File: src/rtl/ucsbece154b_branch_resolve.sv
// Execute-side branch resolution: carries fetch predictions through D and E, detects
// mispredicts in E, and issues registered BTB/PHT/GHR update strobes plus perf counters.
module ucsbece154b_branch_resolve #(
    parameter int NUM_BTB_ENTRIES = 32,
    parameter int NUM_GHR_BITS    = 5,
    parameter int CNT_W           = 16
) (
    input  logic                               clk,
    input  logic                               reset_i,
    input  logic [31:0]                        pc_f_i,
    input  logic                               BranchTaken_f_i,
    input  logic [31:0]                        BTBtarget_f_i,
    input  logic                               BTBhit_f_i,
    input  logic [NUM_GHR_BITS-1:0]            PHTreadaddress_f_i,
    input  logic                               StallD_i,
    input  logic                               FlushD_i,
    input  logic                               FlushE_i,
    input  logic [6:0]                         op_e_i,
    input  logic                               taken_e_i,
    input  logic [31:0]                        target_e_i,
    input  logic                               cnt_clr_i,
    output logic                               Mispredict_o,
    output logic [31:0]                        PCredirect_o,
    output logic                               BTB_we_o,
    output logic [$clog2(NUM_BTB_ENTRIES)-1:0] BTBwriteaddress_o,
    output logic [31:0]                        BTBwritedata_o,
    output logic                               PHTwe_o,
    output logic                               PHTincrement_o,
    output logic [NUM_GHR_BITS-1:0]            PHTwriteaddress_o,
    output logic                               GHRreset_o,
    output logic [CNT_W-1:0]                   BranchCount_o,
    output logic [CNT_W-1:0]                   MispredictCount_o
);

    localparam int              BTB_IDX_W = $clog2(NUM_BTB_ENTRIES);
    localparam logic [6:0]      OP_BRANCH = 7'b1100011;
    localparam logic [6:0]      OP_JAL    = 7'b1101111;
    localparam logic [6:0]      OP_JALR   = 7'b1100111;
    localparam logic [CNT_W-1:0] CNT_MAX  = '1;
    localparam logic [CNT_W-1:0] CNT_ONE  = {{(CNT_W-1){1'b0}}, 1'b1};

    logic                    r_valid_d, r_pred_taken_d, r_btb_hit_d;
    logic [31:0]             r_pc_d, r_pred_target_d;
    logic [NUM_GHR_BITS-1:0] r_pht_idx_d;

    logic                    r_valid_e, r_pred_taken_e, r_btb_hit_e;
    logic [31:0]             r_pc_e, r_pred_target_e;
    logic [NUM_GHR_BITS-1:0] r_pht_idx_e;

    logic                    r_btb_we, r_pht_we, r_pht_inc, r_ghr_reset;
    logic [BTB_IDX_W-1:0]    r_btb_waddr;
    logic [31:0]             r_btb_wdata;
    logic [NUM_GHR_BITS-1:0] r_pht_waddr;
    logic [CNT_W-1:0]        r_br_cnt, r_mp_cnt;

    logic w_is_br, w_is_j, w_is_cf, w_tgt_diff, w_mispredict, w_btb_we;

    always_ff @(posedge clk or negedge reset_i) begin
        if (!reset_i) begin
            r_valid_d       <= 1'b0;
            r_pc_d          <= '0;
            r_pred_taken_d  <= 1'b0;
            r_pred_target_d <= '0;
            r_btb_hit_d     <= 1'b0;
            r_pht_idx_d     <= '0;
        end else if (FlushD_i | w_mispredict) begin
            r_valid_d <= 1'b0;
        end else if (!StallD_i) begin
            r_valid_d       <= 1'b1;
            r_pc_d          <= pc_f_i;
            r_pred_taken_d  <= BranchTaken_f_i;
            r_pred_target_d <= BTBtarget_f_i;
            r_btb_hit_d     <= BTBhit_f_i;
            r_pht_idx_d     <= PHTreadaddress_f_i;
        end
    end

    always_ff @(posedge clk or negedge reset_i) begin
        if (!reset_i) begin
            r_valid_e       <= 1'b0;
            r_pc_e          <= '0;
            r_pred_taken_e  <= 1'b0;
            r_pred_target_e <= '0;
            r_btb_hit_e     <= 1'b0;
            r_pht_idx_e     <= '0;
        end else if (FlushE_i | w_mispredict) begin
            r_valid_e <= 1'b0;
        end else begin
            r_valid_e       <= r_valid_d;
            r_pc_e          <= r_pc_d;
            r_pred_taken_e  <= r_pred_taken_d;
            r_pred_target_e <= r_pred_target_d;
            r_btb_hit_e     <= r_btb_hit_d;
            r_pht_idx_e     <= r_pht_idx_d;
        end
    end

    assign w_is_br    = r_valid_e & (op_e_i == OP_BRANCH);
    assign w_is_j     = r_valid_e & ((op_e_i == OP_JAL) | (op_e_i == OP_JALR));
    assign w_is_cf    = w_is_br | w_is_j;
    assign w_tgt_diff = (target_e_i != r_pred_target_e);

    // A predicted-taken non-control-flow instruction means the BTB aliased onto it.
    assign w_mispredict = r_valid_e & (
                              (w_is_cf & (taken_e_i != r_pred_taken_e))
                            | (w_is_cf & taken_e_i & r_pred_taken_e & w_tgt_diff)
                            | (~w_is_cf & r_pred_taken_e));

    assign w_btb_we = w_is_cf & taken_e_i & (~r_btb_hit_e | w_tgt_diff);

    assign Mispredict_o = w_mispredict;
    assign PCredirect_o = !r_valid_e ? 32'd0 :
                          (w_is_cf & taken_e_i) ? target_e_i : (r_pc_e + 32'd4);

    always_ff @(posedge clk or negedge reset_i) begin
        if (!reset_i) begin
            r_btb_we    <= 1'b0;
            r_btb_waddr <= '0;
            r_btb_wdata <= '0;
            r_pht_we    <= 1'b0;
            r_pht_inc   <= 1'b0;
            r_pht_waddr <= '0;
            r_ghr_reset <= 1'b0;
        end else begin
            r_btb_we    <= w_btb_we;
            r_pht_we    <= w_is_br;
            r_ghr_reset <= w_is_br & w_mispredict;
            if (w_btb_we) begin
                r_btb_waddr <= r_pc_e[BTB_IDX_W+1:2];
                r_btb_wdata <= target_e_i;
            end
            if (w_is_br) begin
                r_pht_inc   <= taken_e_i;
                r_pht_waddr <= r_pht_idx_e;
            end
        end
    end

    // Counters saturate rather than wrap; a clear wins over a same-cycle increment.
    always_ff @(posedge clk or negedge reset_i) begin
        if (!reset_i) begin
            r_br_cnt <= '0;
            r_mp_cnt <= '0;
        end else if (cnt_clr_i) begin
            r_br_cnt <= '0;
            r_mp_cnt <= '0;
        end else begin
            if (w_is_cf && (r_br_cnt != CNT_MAX)) r_br_cnt <= r_br_cnt + CNT_ONE;
            if (w_mispredict && (r_mp_cnt != CNT_MAX)) r_mp_cnt <= r_mp_cnt + CNT_ONE;
        end
    end

    assign BTB_we_o          = r_btb_we;
    assign BTBwriteaddress_o = r_btb_waddr;
    assign BTBwritedata_o    = r_btb_wdata;
    assign PHTwe_o           = r_pht_we;
    assign PHTincrement_o    = r_pht_inc;
    assign PHTwriteaddress_o = r_pht_waddr;
    assign GHRreset_o        = r_ghr_reset;
    assign BranchCount_o     = r_br_cnt;
    assign MispredictCount_o = r_mp_cnt;

endmodule
File: config.mk
export PLATFORM = sky130hd
export DESIGN_NAME = ucsbece154b_branch_resolve
export DESIGN_NICKNAME = d
export VERILOG_FILES = /design/src/rtl/ucsbece154b_branch_resolve.sv
export SDC_FILE = /design/constraint.sdc
export NUM_CORES = 1
export LEC_CHECK = 0
export ABC_CLOCK_PERIOD_IN_PS = 2500
export CAP_MARGIN = 25
export CORE_MARGIN = 3
export CORE_UTILIZATION = 40
export CTS_BUF_LIST = sky130_fd_sc_hd__clkbuf_16
export DETAILED_ROUTE_END_ITERATION = 6
export PLACE_DENSITY = 0.76
export SYNTH_ARGS = -nofsm -noshare
export SYNTH_HDL_FRONTEND = slang
export SYNTH_SLANG_ARGS = --single-unit
export TNS_END_PERCENT = 50
File: constraint.sdc
create_clock -name clk -period 2.5 [get_ports clk]
set_input_delay 0.25 -clock clk [delete_from_list [all_inputs] [get_ports clk]]
set_output_delay 0.25 -clock clk [all_outputs]
set_load 0.01 [all_outputs]
# Yosys cells after proc, flatten, opt, wreduce, memory -nomap -nowiden
# Cells that the tools add are included.
[totals] wordCells=67 reg_bits=222 inputBits=117 out_inout_bits=111
[op_classes] n_eq_ne=8 n_addsub=3 n_reduce_logical=5 n_mux=9 bitwise=21
[ops] operator="2-to-1 mux 16 bit" count=4
[ops] operator="2-to-1 mux 32 bit" count=2
[ops] operator="adder 16 x 1 -> 16 bit (second input constant)" count=2
[ops] operator="adder 32 x 3 -> 32 bit (second input constant)" count=1
[ops] operator="!= test 16 bit (second input constant)" count=2
[ops] operator="!= test 32 bit" count=1
[ops] operator="== test 7 bit (second input constant)" count=3
[ops] operator="AND 1 bit" count=10
[ops] operator="bitwise OR 1 bit" count=7
[ops] operator="NOT 1 bit" count=4
[ops] operator="nonzero test 2 bit" count=2
[ops] operator="2-to-1 mux 1 bit" count=3
[ops] operator="logical AND 1 bit" count=2
[ops] operator="!= test 2 x 1 -> 1 bit (second input constant)" count=1
[ops] operator="AND reduction 2 bit" count=1
[ops] operator="!= test 1 bit" count=1

# Longest topological paths before layout
# Gate-level depths: netlist of run 1.
[logic_depth] word_depth=13 depth_mapped=10 depth_no_buf=7

# Least setup slack after synthesis of run 1
# Ideal clock, no wire load.
[synth_path] kind="in2reg" startpoint="input port op_e_i[4]" endpoint="register r_btb_hit_d" arrival_ns=2.511 setup_time_ns=0.128 path_slack_ns=-0.139 required_ns=2.372 path_stages=10 path_buffers=3 path_cell_list="nand4b_1 or4b_1 buf_2 a21boi_0 o41ai_4 nor2b_1 nand2b_1 buf_2 buf_2 mux2_1"
[synth_via] elab_chain_cells=13 word_cells_on_any_way=19 classes_between="eq/ne: 3; bitwise: 15; reduce/logical: 1"
[synth_rtl] item="start, declared" line="18" rtl="input logic [6:0] op_e_i,"
[synth_rtl] item="== test 7 bit" line="99" rtl="assign w_is_j = r_valid_e & ((op_e_i == OP_JAL) | (op_e_i == OP_JALR));"
[synth_rtl] item="bitwise OR 1 bit" line="99"
[synth_rtl] item="AND 1 bit" line="99"
[synth_rtl] item="bitwise OR 1 bit *" line="100" rtl="assign w_is_cf = w_is_br | w_is_j;"
[synth_rtl] item="AND 1 bit (3 in a row)" line="106" rtl="| (w_is_cf & taken_e_i & r_pred_taken_e & w_tgt_diff)"
[synth_rtl] item="bitwise OR 1 bit" line="106"
[synth_rtl] item="bitwise OR 1 bit *" line="107" rtl="| (~w_is_cf & r_pred_taken_e));"
[synth_rtl] item="AND 1 bit *" line="104" rtl="assign w_mispredict = r_valid_e & ("
[synth_rtl] item="bitwise OR 1 bit *" line="66" rtl="end else if (FlushD_i | w_mispredict) begin"
[synth_rtl] item="NOT 1 bit (no source line) *"
[synth_rtl] item="AND reduction 2 bit (no source line) *"
[synth_rtl] item="end signal, assigned" line="73" rtl="r_btb_hit_d <= BTBhit_f_i;"
[synth_rtl] item="end, declared" line="42" rtl="logic r_valid_d, r_pred_taken_d, r_btb_hit_d;"
# Mark *: on every way between the ends. The rest lies on a longest branch, timed or not.
# A chain may end at the register's enable or synchronous reset.

# Final worst setup path of run 1
[layout_path] startpoint="register r_valid_e" endpoint="register r_pc_d[3]"
[layout_via] elab_chain_cells=11 word_cells_on_any_way=15 classes_between="bitwise: 14; reduce/logical: 1"
[layout_rtl] item="start, declared" line="46" rtl="logic r_valid_e, r_pred_taken_e, r_btb_hit_e;"
[layout_rtl] item="start signal, assigned" line="89" rtl="r_valid_e <= r_valid_d;"
[layout_rtl] item="AND 1 bit (on tied branches)" line="98, 99"
[layout_rtl] item="bitwise OR 1 bit" line="100"
[layout_rtl] item="AND 1 bit (3 in a row)" line="106"
[layout_rtl] item="bitwise OR 1 bit" line="106"
[layout_rtl] item="bitwise OR 1 bit" line="107"
[layout_rtl] item="AND 1 bit *" line="104"
[layout_rtl] item="bitwise OR 1 bit *" line="66"
[layout_rtl] item="NOT 1 bit (no source line) *"
[layout_rtl] item="AND reduction 2 bit (no source line) *"
[layout_rtl] item="end signal, assigned" line="70" rtl="r_pc_d <= pc_f_i;"
[layout_rtl] item="end, declared" line="43" rtl="logic [31:0] r_pc_d, r_pred_target_d;"
# Marked as above.

==> run summary, run 1 <==
outcome - finished with violations
failing checks - setup timing
via count - 7657
CTS tree - done
final hold vios - 0
die height - 164 µm
Top delay family on crit path - simple AND/OR/NAND/NOR gates
GP Congestion - 0.838
largest net degree at the start of global routing - 80
HP Class - in -> async
main area contributors after synthesis - dfrtp_1 56%, mux2_2 12%, mux2_1 8.7%
max_cap viols - 0
WP buf/inv - 4
Post-Place Worst Slack - -0.774 ns
Worst-Margin Slew - 0.638 ns
total CTS buffers - 25
Placed Cells - 1391
fin crit period - 2.79 ns
Horiz. Die Dim - 164 µm
Yosys warning count - 0
clk buf depth - 3
crit start category - flop
IO Pins - 228
initial core utilization - 40.9%
clock root cell - clkbuf_16
r2r endpoint - r_pc_d[3]
Area growth syn-to-layout - 51.6%
clock skew - 0.0155 ns
post-synthesis cell area - 0.00998 mm²
n_diodes - 0
CP dominant cell by count - buf_6
fraction of layout cells with a size suffix above 1 - 32.2%
H-tree depth - 1
die area - 0.0269 mm²
Vias/cell - 5.18
IO Port Bufs - 227
R2R Path Start - r_valid_e
Final Net Count - 1255
post-synth top area share - 55.6%
first-pass GRT wire length - 46.3 mm
Seq/Total Area, Yosys - 55.6%
Setup TNS - -38.21 ns
Period Utilization, post-route - 111%
Routed wire per std cell - 20.9 µm
Final WS setup - -0.286 ns
fin cells - 1478
worst-path fanout max - 39
Util after Layout - 62.0%
# setup viols final - 184
DR iter-0 viols - 340
antenna viol nets, final - 0
peak supply drop - 0.461 mV
Post-synth EDFFs - 0
Total GRT Usage - 22.3%
FP Rows - 57
GRT Residual Overflow - 0
critical path capture point type - flop
CORE AREA - 0.0244 mm²
DRC violations left - 0
Synth async-reset ratio - 100%
R2R cell count - 10
fmax - 359 MHz
Avg Inst Size Synth - 12.7 µm²
Syn Inst Count - 786
Clock transition at path regs - 0.06 ns
initial antenna violation count - 2
routed wire length - 30.9 mm
Final Slew Violations - 0
area of the multi-input gates - 0.00474 mm²
clock latency on the worst-skew pair - 0.52 ns
unrepaired setup endpoints after global routing - true
Net Count, Synth - 906
Pre-antenna DRT Iters - 5
Worst EP required - 2.90 ns
CP arrival - 3.18 ns
LEAKAGE - 6.93 nW
Cell variety after synth - 39
largest area contributor in the netlist - dfrtp_1
top_reg_cell synth - dfrtp_1
crit path cell chain - nand2_2 > or4b_4 > buf_6 > buf_6 > o41ai_4 > buf_4 > nor2b_4 > nand2b_4 > buf_12 > mux2_1
number of global-route vias before repair - 8213
HPWL after DPL - 20.4 mm
max_slew headroom - 57.5%
fill cell count - 1867
power density over the cells - 677 mW/mm²
delay of the slowest critical-path stage - 0.55 ns
Clock Sinks - 222
r2r setup slk - -0.29 ns
Reg area - 0.00556 mm²
slowest CP cell - or4b_4
critical path type - reg -> reg
flops & latches, synth - 222
-- routing by layer --
layer  up-vias  wire [µm]  share of wire [%]  track usage [%]
met5         -         29              0.094                0
met4         4       1040                3.4             6.69
met3        60       2940                9.5             7.21
met2       294      14400                 47             36.3
met1      3831      12500                 40             28.4
li1       3468          -                  -                -
-- state kept, by name (all words and copies together), names as in the netlist, 16 cells and up --
register           flops
r_pred_target_e       32
BranchCount_o         16
r_pc_d                32
MispredictCount_o     16
r_pred_target_d       32
r_pc_e                32
BTBwritedata_o        32
-- where the power goes --
group          total [mW]  switching, mW  internal (mW)
registers            4.53          0.389           4.14
clock network        3.57           1.44           2.13
logic                2.15          0.896           1.25
total                10.2           2.73           7.52
-- worst max path at each step --
| stage | start | endpoint | cells after the start |
|---|---|---|---|
| 6_report | r_valid_e | r_pc_d[3] | 10 |
| 3_5_place_dp | target_e_i[7] | r_pred_target_d[26] | 10 |
| 5_1_grt | r_pred_target_e[5] | r_pc_d[3] | 11 |
| 4_1_cts | r_valid_e | Mispredict_o | 8 |
| 2_1_floorplan | op_e_i[4] | r_btb_hit_d | 10 |
| 3_3_place_gp | target_e_i[7] | r_pc_d[7] | 10 |
-- placed cells by master (no fill, tap or decap), types with 17 or more instances in the layout --
cell type / synthesis / layout
mux2_4: 0 / 49
buf_2: 15 / 26
buf_4: 3 / 93
nor2_1: 36 / 33
clkdlybuf4s50_1: 0 / 193
buf_12: 0 / 17
xnor2_1: 19 / 17
xor2_1: 60 / 56
o211a_1: 23 / 21
mux2_1: 77 / 65
mux2_2: 106 / 69
clkbuf_16: 0 / 28
buf_6: 0 / 18
dfrtp_1: 222 / 222
nand3_1: 32 / 28
nand2_1: 56 / 51
-- per-stage QoR --
stage / power, mW / cell area [µm²] / hold WS, ns
after floorplan: 5.41 / 10000 / -0.0456
after global placement: 6.33 / 13300 / 0.278
after detailed placement: 6.41 / 13300 / 0.289
after CTS: 10.1 / 14600 / 0.306
after global routing: 10.7 / 15100 / 0.309
final: 10.2 / 15100 / 0.318
-- cells in the mapped netlist, types with 3 or more instances --
| cell | count |
|---|---|
| nand3_1 | 32 |
| nor2_1 | 36 |
| o211a_1 | 23 |
| mux2_1 | 77 |
| ha_1 | 3 |
| nand2_1 | 56 |
| nor3_1 | 12 |
| buf_2 | 15 |
| xnor2_1 | 19 |
| nor4_1 | 10 |
| nor2b_1 | 10 |
| and2_1 | 3 |
| mux2_2 | 106 |
| o21ai_0 | 11 |
| or3_1 | 5 |
| a21oi_1 | 9 |
| mux2i_1 | 4 |
| inv_1 | 5 |
| and4_1 | 5 |
| buf_4 | 3 |
| xor2_1 | 60 |
| dfrtp_1 | 222 |
| and3_1 | 11 |
| clkbuf_1 | 17 |
| buf_1 | 3 |
| nand4_1 | 14 |
-- worst register-to-register path, cell delays in order (launching register included) --
cell	delay [ns]
dfrtp_1	0.38
nand2_2	0.07
or4b_4	0.55
buf_6	0.16
buf_6	0.12
o41ai_4	0.36
buf_4	0.18
nor2b_4	0.17
nand2b_4	0.09
buf_12	0.18
mux2_1	0.41
-- timing repair --
action	CTS	global route
cloned	6	4
resized for setup	214	66
setup buffers	20	11
hold endpoints to repair	75	0
hold buffers	1	0
endpoints found under the setup margin	183	191
pin swaps	16	13
-- cell families (layout without fill, tap and decap cells) --
group | after synthesis | in the layout | synth area share (%)
multiplexers | 187 | 187 | 21.0
AND/OR/NAND/NOR | 202 | 202 | 10.1
buffers and inverters | 44 | 412 | 1.95
adder cells (fa/ha/maj) | 3 | 3 | 0.376
XOR/XNOR | 79 | 79 | 6.93
AO/OA/AOI/OAI | 49 | 49 | 3.96
flip-flops | 222 | 222 | 55.6
-- final cells by class --
class	count	share of cell area, %
multi-input cells	520	31.3
well taps	324	2.68
repair buffers	360	23.9
clock buffers	25	4.13
flip-flops and latches	222	36.7
inverters	6	0.149
clock inverters	21	1.16
Power figures use the tool's default switching activity.
==> inputs of run 2 (changes only) <==
--- a/config.mk
+++ b/config.mk
@@ -5,13 +5,14 @@
 export SDC_FILE = /design/constraint.sdc
 export NUM_CORES = 1
 export LEC_CHECK = 0
+export ABC_AREA = 1
 export ABC_CLOCK_PERIOD_IN_PS = 2500
 export CAP_MARGIN = 25
 export CORE_MARGIN = 3
 export CORE_UTILIZATION = 40
 export CTS_BUF_LIST = sky130_fd_sc_hd__clkbuf_16
 export DETAILED_ROUTE_END_ITERATION = 6
-export PLACE_DENSITY = 0.76
+export PLACE_DENSITY = 0.74
 export SYNTH_ARGS = -nofsm -noshare
 export SYNTH_HDL_FRONTEND = slang
 export SYNTH_SLANG_ARGS = --single-unit
==> run summary, run 2 <==
worst hold margin - 0.270 ns (-0.0484 ns)
fin cells - 2160 (+46%)
Horiz. Die Dim - 174 µm (+5.9%)
largest net degree at the start of global routing - 63 (-21%)
clock latency on the worst-skew pair - 0.51 ns (about the same)
Total GRT Usage - 23.6% (+1.3 points)
via count - 11200 (+46%)
worst-path fanout max - 2 (-95%)
max_slew headroom - 62.5% (+5.1 points)
Setup TNS - -0.893 ns (+37.31 ns)
Avg Inst Size Synth - 7.79 µm² (-39%)
commonest non-fill, non-tap cell in the layout - nand2_1
first-pass GRT wire length - 57.7 mm (+25%)
Commonest cells post-synth - 569 x nand2_1, 222 x dfrtp_1, 128 x nand3_1
Area growth syn-to-layout - 43.8%
DRC violations left - 0 (unchanged)
# setup viols final - 12 (-93%)
H-tree depth - 1 (unchanged)
number of global-route vias before repair - 10600 (+29%)
clk buf depth - 3 (unchanged)
Final Cell Area - 0.0162 mm² (+6.8%)
Placed Cells - 2087 (+50%)
Cell variety after synth - 39 (unchanged)
initial core utilization - 41.2% (+0.30 points)
CTS tree - done
dpl cell area - 0.0146 mm² (+9.9%)
CORE AREA - 0.0273 mm² (+12%)
max_cap viols - 0 (unchanged)
Util after Layout - 59.3% (-2.8 points)
Seq/Total Area, Yosys - 49.4% (-6.2 points)
CP arrival - 2.42 ns (-0.76 ns)
delay of the slowest critical-path stage - 0.41 ns (-0.14 ns)
unrepaired setup endpoints after global routing - true
Vias/cell - 5.18 (about the same)
LEAKAGE - 7.98 nW (+15%)
Synth async-reset ratio - 100% (unchanged)
Final WS setup - -0.167 ns (+0.118 ns)
fin crit period - 2.67 ns (-0.118 ns)
critical path capture point type - output port
FP Rows - 60 (+5.3%)
routed wire length - 37.1 mm (+20%)
Yosys warning count - 0 (unchanged)
crit path cell chain - ha_4 > nand3_4 > nor2_4 > nand2_4 > buf_6 > buf_4 > inv_2 > nand4_1 > or2_4 > nand3_2 > nand3_2 > inv_2 > buf_6
Net Count, Synth - 1562 (+72%)
post-synth top area share - 49.4% (-6.2 points)
Final Power - 9.97 mW (-2.7%)
fraction of layout cells with a size suffix above 1 - 17.8% (-14 points)
initial antenna violation count - 0 (-2)
Post-Place Worst Slack - -0.248 ns (+0.526 ns)
DR iter-0 viols - 1026 (+200%)
n_diodes - 0 (unchanged)
most frequent cells in the layout - 559 x nand2_1, 215 x dfrtp_1, 193 x clkdlybuf4s50_1, 123 x buf_4, 112 x nand3_1
fmax - 375 MHz (+4.4%)
antenna viol nets, final - 0 (unchanged)
slowest CP cell - dfrtp_1
largest area contributor in the netlist - dfrtp_1
Reg area - 0.00556 mm² (+0.16%)
top_reg_cell synth - dfrtp_1
critical path type - reg -> out
area of the multi-input gates - 0.00539 mm² (+14%)
Final Slew Violations - 0 (unchanged)
IO Pins - 228 (unchanged)
Worst-Margin Slew - 0.561 ns (-0.0768 ns)
Clock transition at path regs - 0.06 ns (about the same)
R2R cell count - 15 (+5)
IO Port Bufs - 227 (unchanged)
GP Congestion - 0.953 (+14%)
HP Class - in -> async
GRT Residual Overflow - 0 (unchanged)
Syn Inst Count - 1442 (+83%)
die height - 174 µm (+5.9%)
crit start category - flop
Post-synth EDFFs - 0 (unchanged)
final hold vios - 0 (unchanged)
Period Utilization, post-route - 107% (-4.7 points)
total CTS buffers - 24 (-4.0%)
power density over the cells - 617 mW/mm² (-8.9%)
flops & latches, synth - 222 (unchanged)
outcome - finished with violations
failing checks - setup timing
Clock Sinks - 222 (unchanged)
clock skew - 0.0129 ns (-0.00259 ns)
Routed wire per std cell - 17.2 µm (-18%)
Pre-antenna DRT Iters - 6 (+1)
main area contributors after synthesis - dfrtp_1 49%, nand2_1 19%, nand3_1 5.7%
peak supply drop - 0.338 mV (-27%)
Worst EP required - 2.25 ns (-0.65 ns)
fill cell count - 2407 (+29%)
die area - 0.0301 mm² (+12%)
post-synthesis cell area - 0.0112 mm² (+13%)
HPWL after DPL - 27.6 mm (+35%)
clock root cell - clkbuf_16
most common cell in the netlist - nand2_1
Final Net Count - 1890 (+51%)
[run 2: cell types whose count changed after synthesis, sizes merged, moves of 35 or more]
cell	delta
inv	+93
mux2	-183
nand2	+519
nand3	+100
nand4	+72
nor2	+49
o21ai	+35
xor2	-36
[run 2: what timing repair did]
action	CTS	global route
endpoints found under the hold margin	58	0
gates resized for setup	169	77
hold buffers	1	0
buffers inserted	15	18
pin swaps	20	35
setup endpoints to repair	33	29
[run 2: final timing paths]
| kind | start | slack (ns) | to |
|---|---|---|---|
| max in group asynchronous | reset_i | 1.46 | r_pc_d[17] |
| worst min-delay path | reset_i | 0.27 | BTBwritedata_o[10] |
| worst max register to register | r_valid_e | 0.14 | r_pred_target_d[12] |
| min in group clk | BTBtarget_f_i[18] | 0.30 | r_pred_target_d[18] |
| worst min register to register | r_pc_d[10] | 0.47 | r_pc_d[10] |
| worst max-delay path | r_pc_e[3] | -0.17 | PCredirect_o[28] |
[run 2: layer usage]
layer  part of all wire [%]  wire (µm)  track usage, %
met3                    6.6       2460            3.55
met1                     44      16400            33.4
met4                    3.1       1170            6.84
met2                     46      17100            37.9
met5                   0.13         48               0
[run 2: final cells by class]
class | count | area share, %
Clock buffer | 25 | 3.87
Clock inverter | 19 | 1.11
Inverter | 99 | 2.32
Multi-Input combinational cell | 1047 | 33.4
Sequential cell | 222 | 34.4
Tap cell | 372 | 2.88
Timing Repair Buffer | 376 | 22.0
[run 2: cells by family (layout without fill, tap and decap cells)]
| kind of cell | Yosys count | in the layout | synth area share (%) |
|---|---|---|---|
| xor+xnor | 52 | 52 | 4.05 |
| flops | 222 | 222 | 49.4 |
| compound gates | 84 | 84 | 4.30 |
| fa+ha+maj | 3 | 3 | 0.334 |
| simple gates | 908 | 908 | 35.0 |
| buf+inv | 173 | 519 | 6.92 |
[run 2: where the power goes]
part / total, mW / internal, mW / switching, mW
Combinational: 1.97 / 0.917 / 1.05
Clock: 3.61 / 2.21 / 1.41
Sequential: 4.39 / 4.02 / 0.373
Total: 9.97 / 7.14 / 2.83
[run 2: worst max-delay path, delay by kind of cell (launching register included)]
kind | cells | cell delay (ns)
and+or+nand+nor | 7 | 0.84
buffers and inverters | 5 | 0.48
DFF | 1 | 0.41
adders and majority gates | 1 | 0.17
==> edit, RTL diff (flow settings as in run 1) <==
The parameter `NUM_GHR_BITS` goes from 5 to 10.
--- a/src/rtl/ucsbece154b_branch_resolve.sv
+++ b/src/rtl/ucsbece154b_branch_resolve.sv
@@ -2,7 +2,7 @@
 // mispredicts in E, and issues registered BTB/PHT/GHR update strobes plus perf counters.
 module ucsbece154b_branch_resolve #(
     parameter int NUM_BTB_ENTRIES = 32,
-    parameter int NUM_GHR_BITS    = 5,
+    parameter int NUM_GHR_BITS    = 10,
     parameter int CNT_W           = 16
 ) (
     input  logic                               clk,
Ports: changed (resized PHTreadaddress_f_i and PHTwriteaddress_o); port bits go from 228 to 238. The function was not compared with the original's and may differ.
==> edit against run 1 <==
  * Via count increased by 6.9%
  * Sequential share of layout area increased by 0.94 points
  * Global-route usage decreased by 1.8 points
  * Area after synthesis increased by 6.6%
  * Sequential cell count increased by 15
  * Cell area increased by 4.1%
  * Routed wire length increased by 3.5%
  * The flow still finishes with violations (negative setup slack)
  * Clock power increased by 5%
  * Power increased by 5.3%
  * Setup slack got worse by 91 ps
  * Cell count increased by 5.1%
  * Die area increased by 6.4%
  * Fmax decreased by 3.2%
  * Synthesized cell count increased by 8.3%
==> edit: results (changes against run 1) <==
run_status: "complete, but fails checks"
failing_checks: "negative setup slack"
synthesis.nets: 976  # +7.7%
multiplexer_area_fraction_after_synthesis_pct: 20.9  # -0.10 points
drive_above_1_share_pct: 35.4  # +3.2 points
worstMarginPinSlew_ps: 853  # +215 ps
drt_first_iter_violations: 517  # +52%
grt_start_max_net_pins: 78  # -2.5%
avgViaCountPerCell: 5.27  # +1.7%
final_critical_path_setup_slack_ps: -376  # -90.9 ps
grt_first_pass_wirelength_um: 46100  # -0.40%
n_fill_cell: 2079  # +11%
max-vdd-ir-drop_v: 0.000470  # +1.9%
largest_fanout_on_the_critical_path: 10  # -74%
final_nets: 1326  # +5.7%
power_clock_mw: 3.75  # +5%
grt_util_all_layers_pct: 20.5  # -1.8 points
comb_power_mw: 2.22  # +3%
setup-violations-final: 176  # -4.3%
gp_congestion: 0.836  # -0.16%
synth_top_cells_by_count: "237 x dfrtp_1, 157 x mux2_2, 61 x nand2_1, 53 x xor2_1, 47 x nor2_1"
setup_tns_ps: -51990  # -13,780 ps
switching_share_pct: 26.3  # -0.34 points
dp_area_um2: 14200  # +6.4%
antenna_violations_before_repair: 4  # +2
dp_hpwl_um: 22000  # +7.6%
synthDistinctLibCells: 45  # +15%
yosys-top-cells-area: "dfrtp_1 56%, mux2_2 17%, xor2_1 4.4%"
synth_compound_gate_area_share_pct: 4.43  # +0.47 points
[edit: repair_timing]
item	4_1_cts	5_1_grt
cloned	2	10
resized for setup	165	82
setup endpoints to repair	189	189
setup buffers	7	2
hold buffers	1	0
endpoints found under the hold margin	69	0
pin swaps	35	8
[edit: cell type report]
cell class / instances / area, um^2 / share of cell area (%)
flip-flops and latches: 237 / 5930 / 37.6
multi-input cells: 570 / 4950 / 31.4
repair buffers: 362 / 3610 / 22.9
clock buffers: 25 / 626 / 3.97
well taps: 335 / 419 / 2.66
clock inverters: 20 / 196 / 1.25
inverters: 5 / 18.8 / 0.119
[edit: final timing paths]
check	startpoint	to	slack, ps	depth (start not counted)
max	r_pred_target_e[7]$_DFFE_PN0N_	r_pc_e[28]$_DFFE_PN0N_	-380	10
max reg2reg	r_pred_target_e[7]$_DFFE_PN0N_	r_pc_e[28]$_DFFE_PN0N_	-380	10
min	reset_i	BTBwritedata_o[20]$_DFFE_PN0P_	310	2
min reg2reg	r_pht_idx_e[9]$_DFFE_PN0N_	PHTwriteaddress_o[9]$_DFFE_PN0P_	470	2
max in group asynchronous	reset_i	r_pc_d[24]$_DFFE_PN0P_	1420	3
min in group clk	pc_f_i[24]	r_pc_d[24]$_DFFE_PN0P_	350	2
[edit: layer usage]
layer  track usage [%]  vias to the layer above  wire length, um
li1                  -                     3712                -
met3              3.67                       70             1860
met4              5.33                        8              878
met1              27.7                     4117            13400
met2              34.2                      277            15800
met5                 0                        -               48
[edit: stage by stage]
step | setup slack [ps] | instances
CTS | -396 | 1543
global route | -444 | 1554
detailed placement | -891 | 1488
floorplan | -32.0 | 851
global placement | -866 | 1488
finish | -376 | 1554
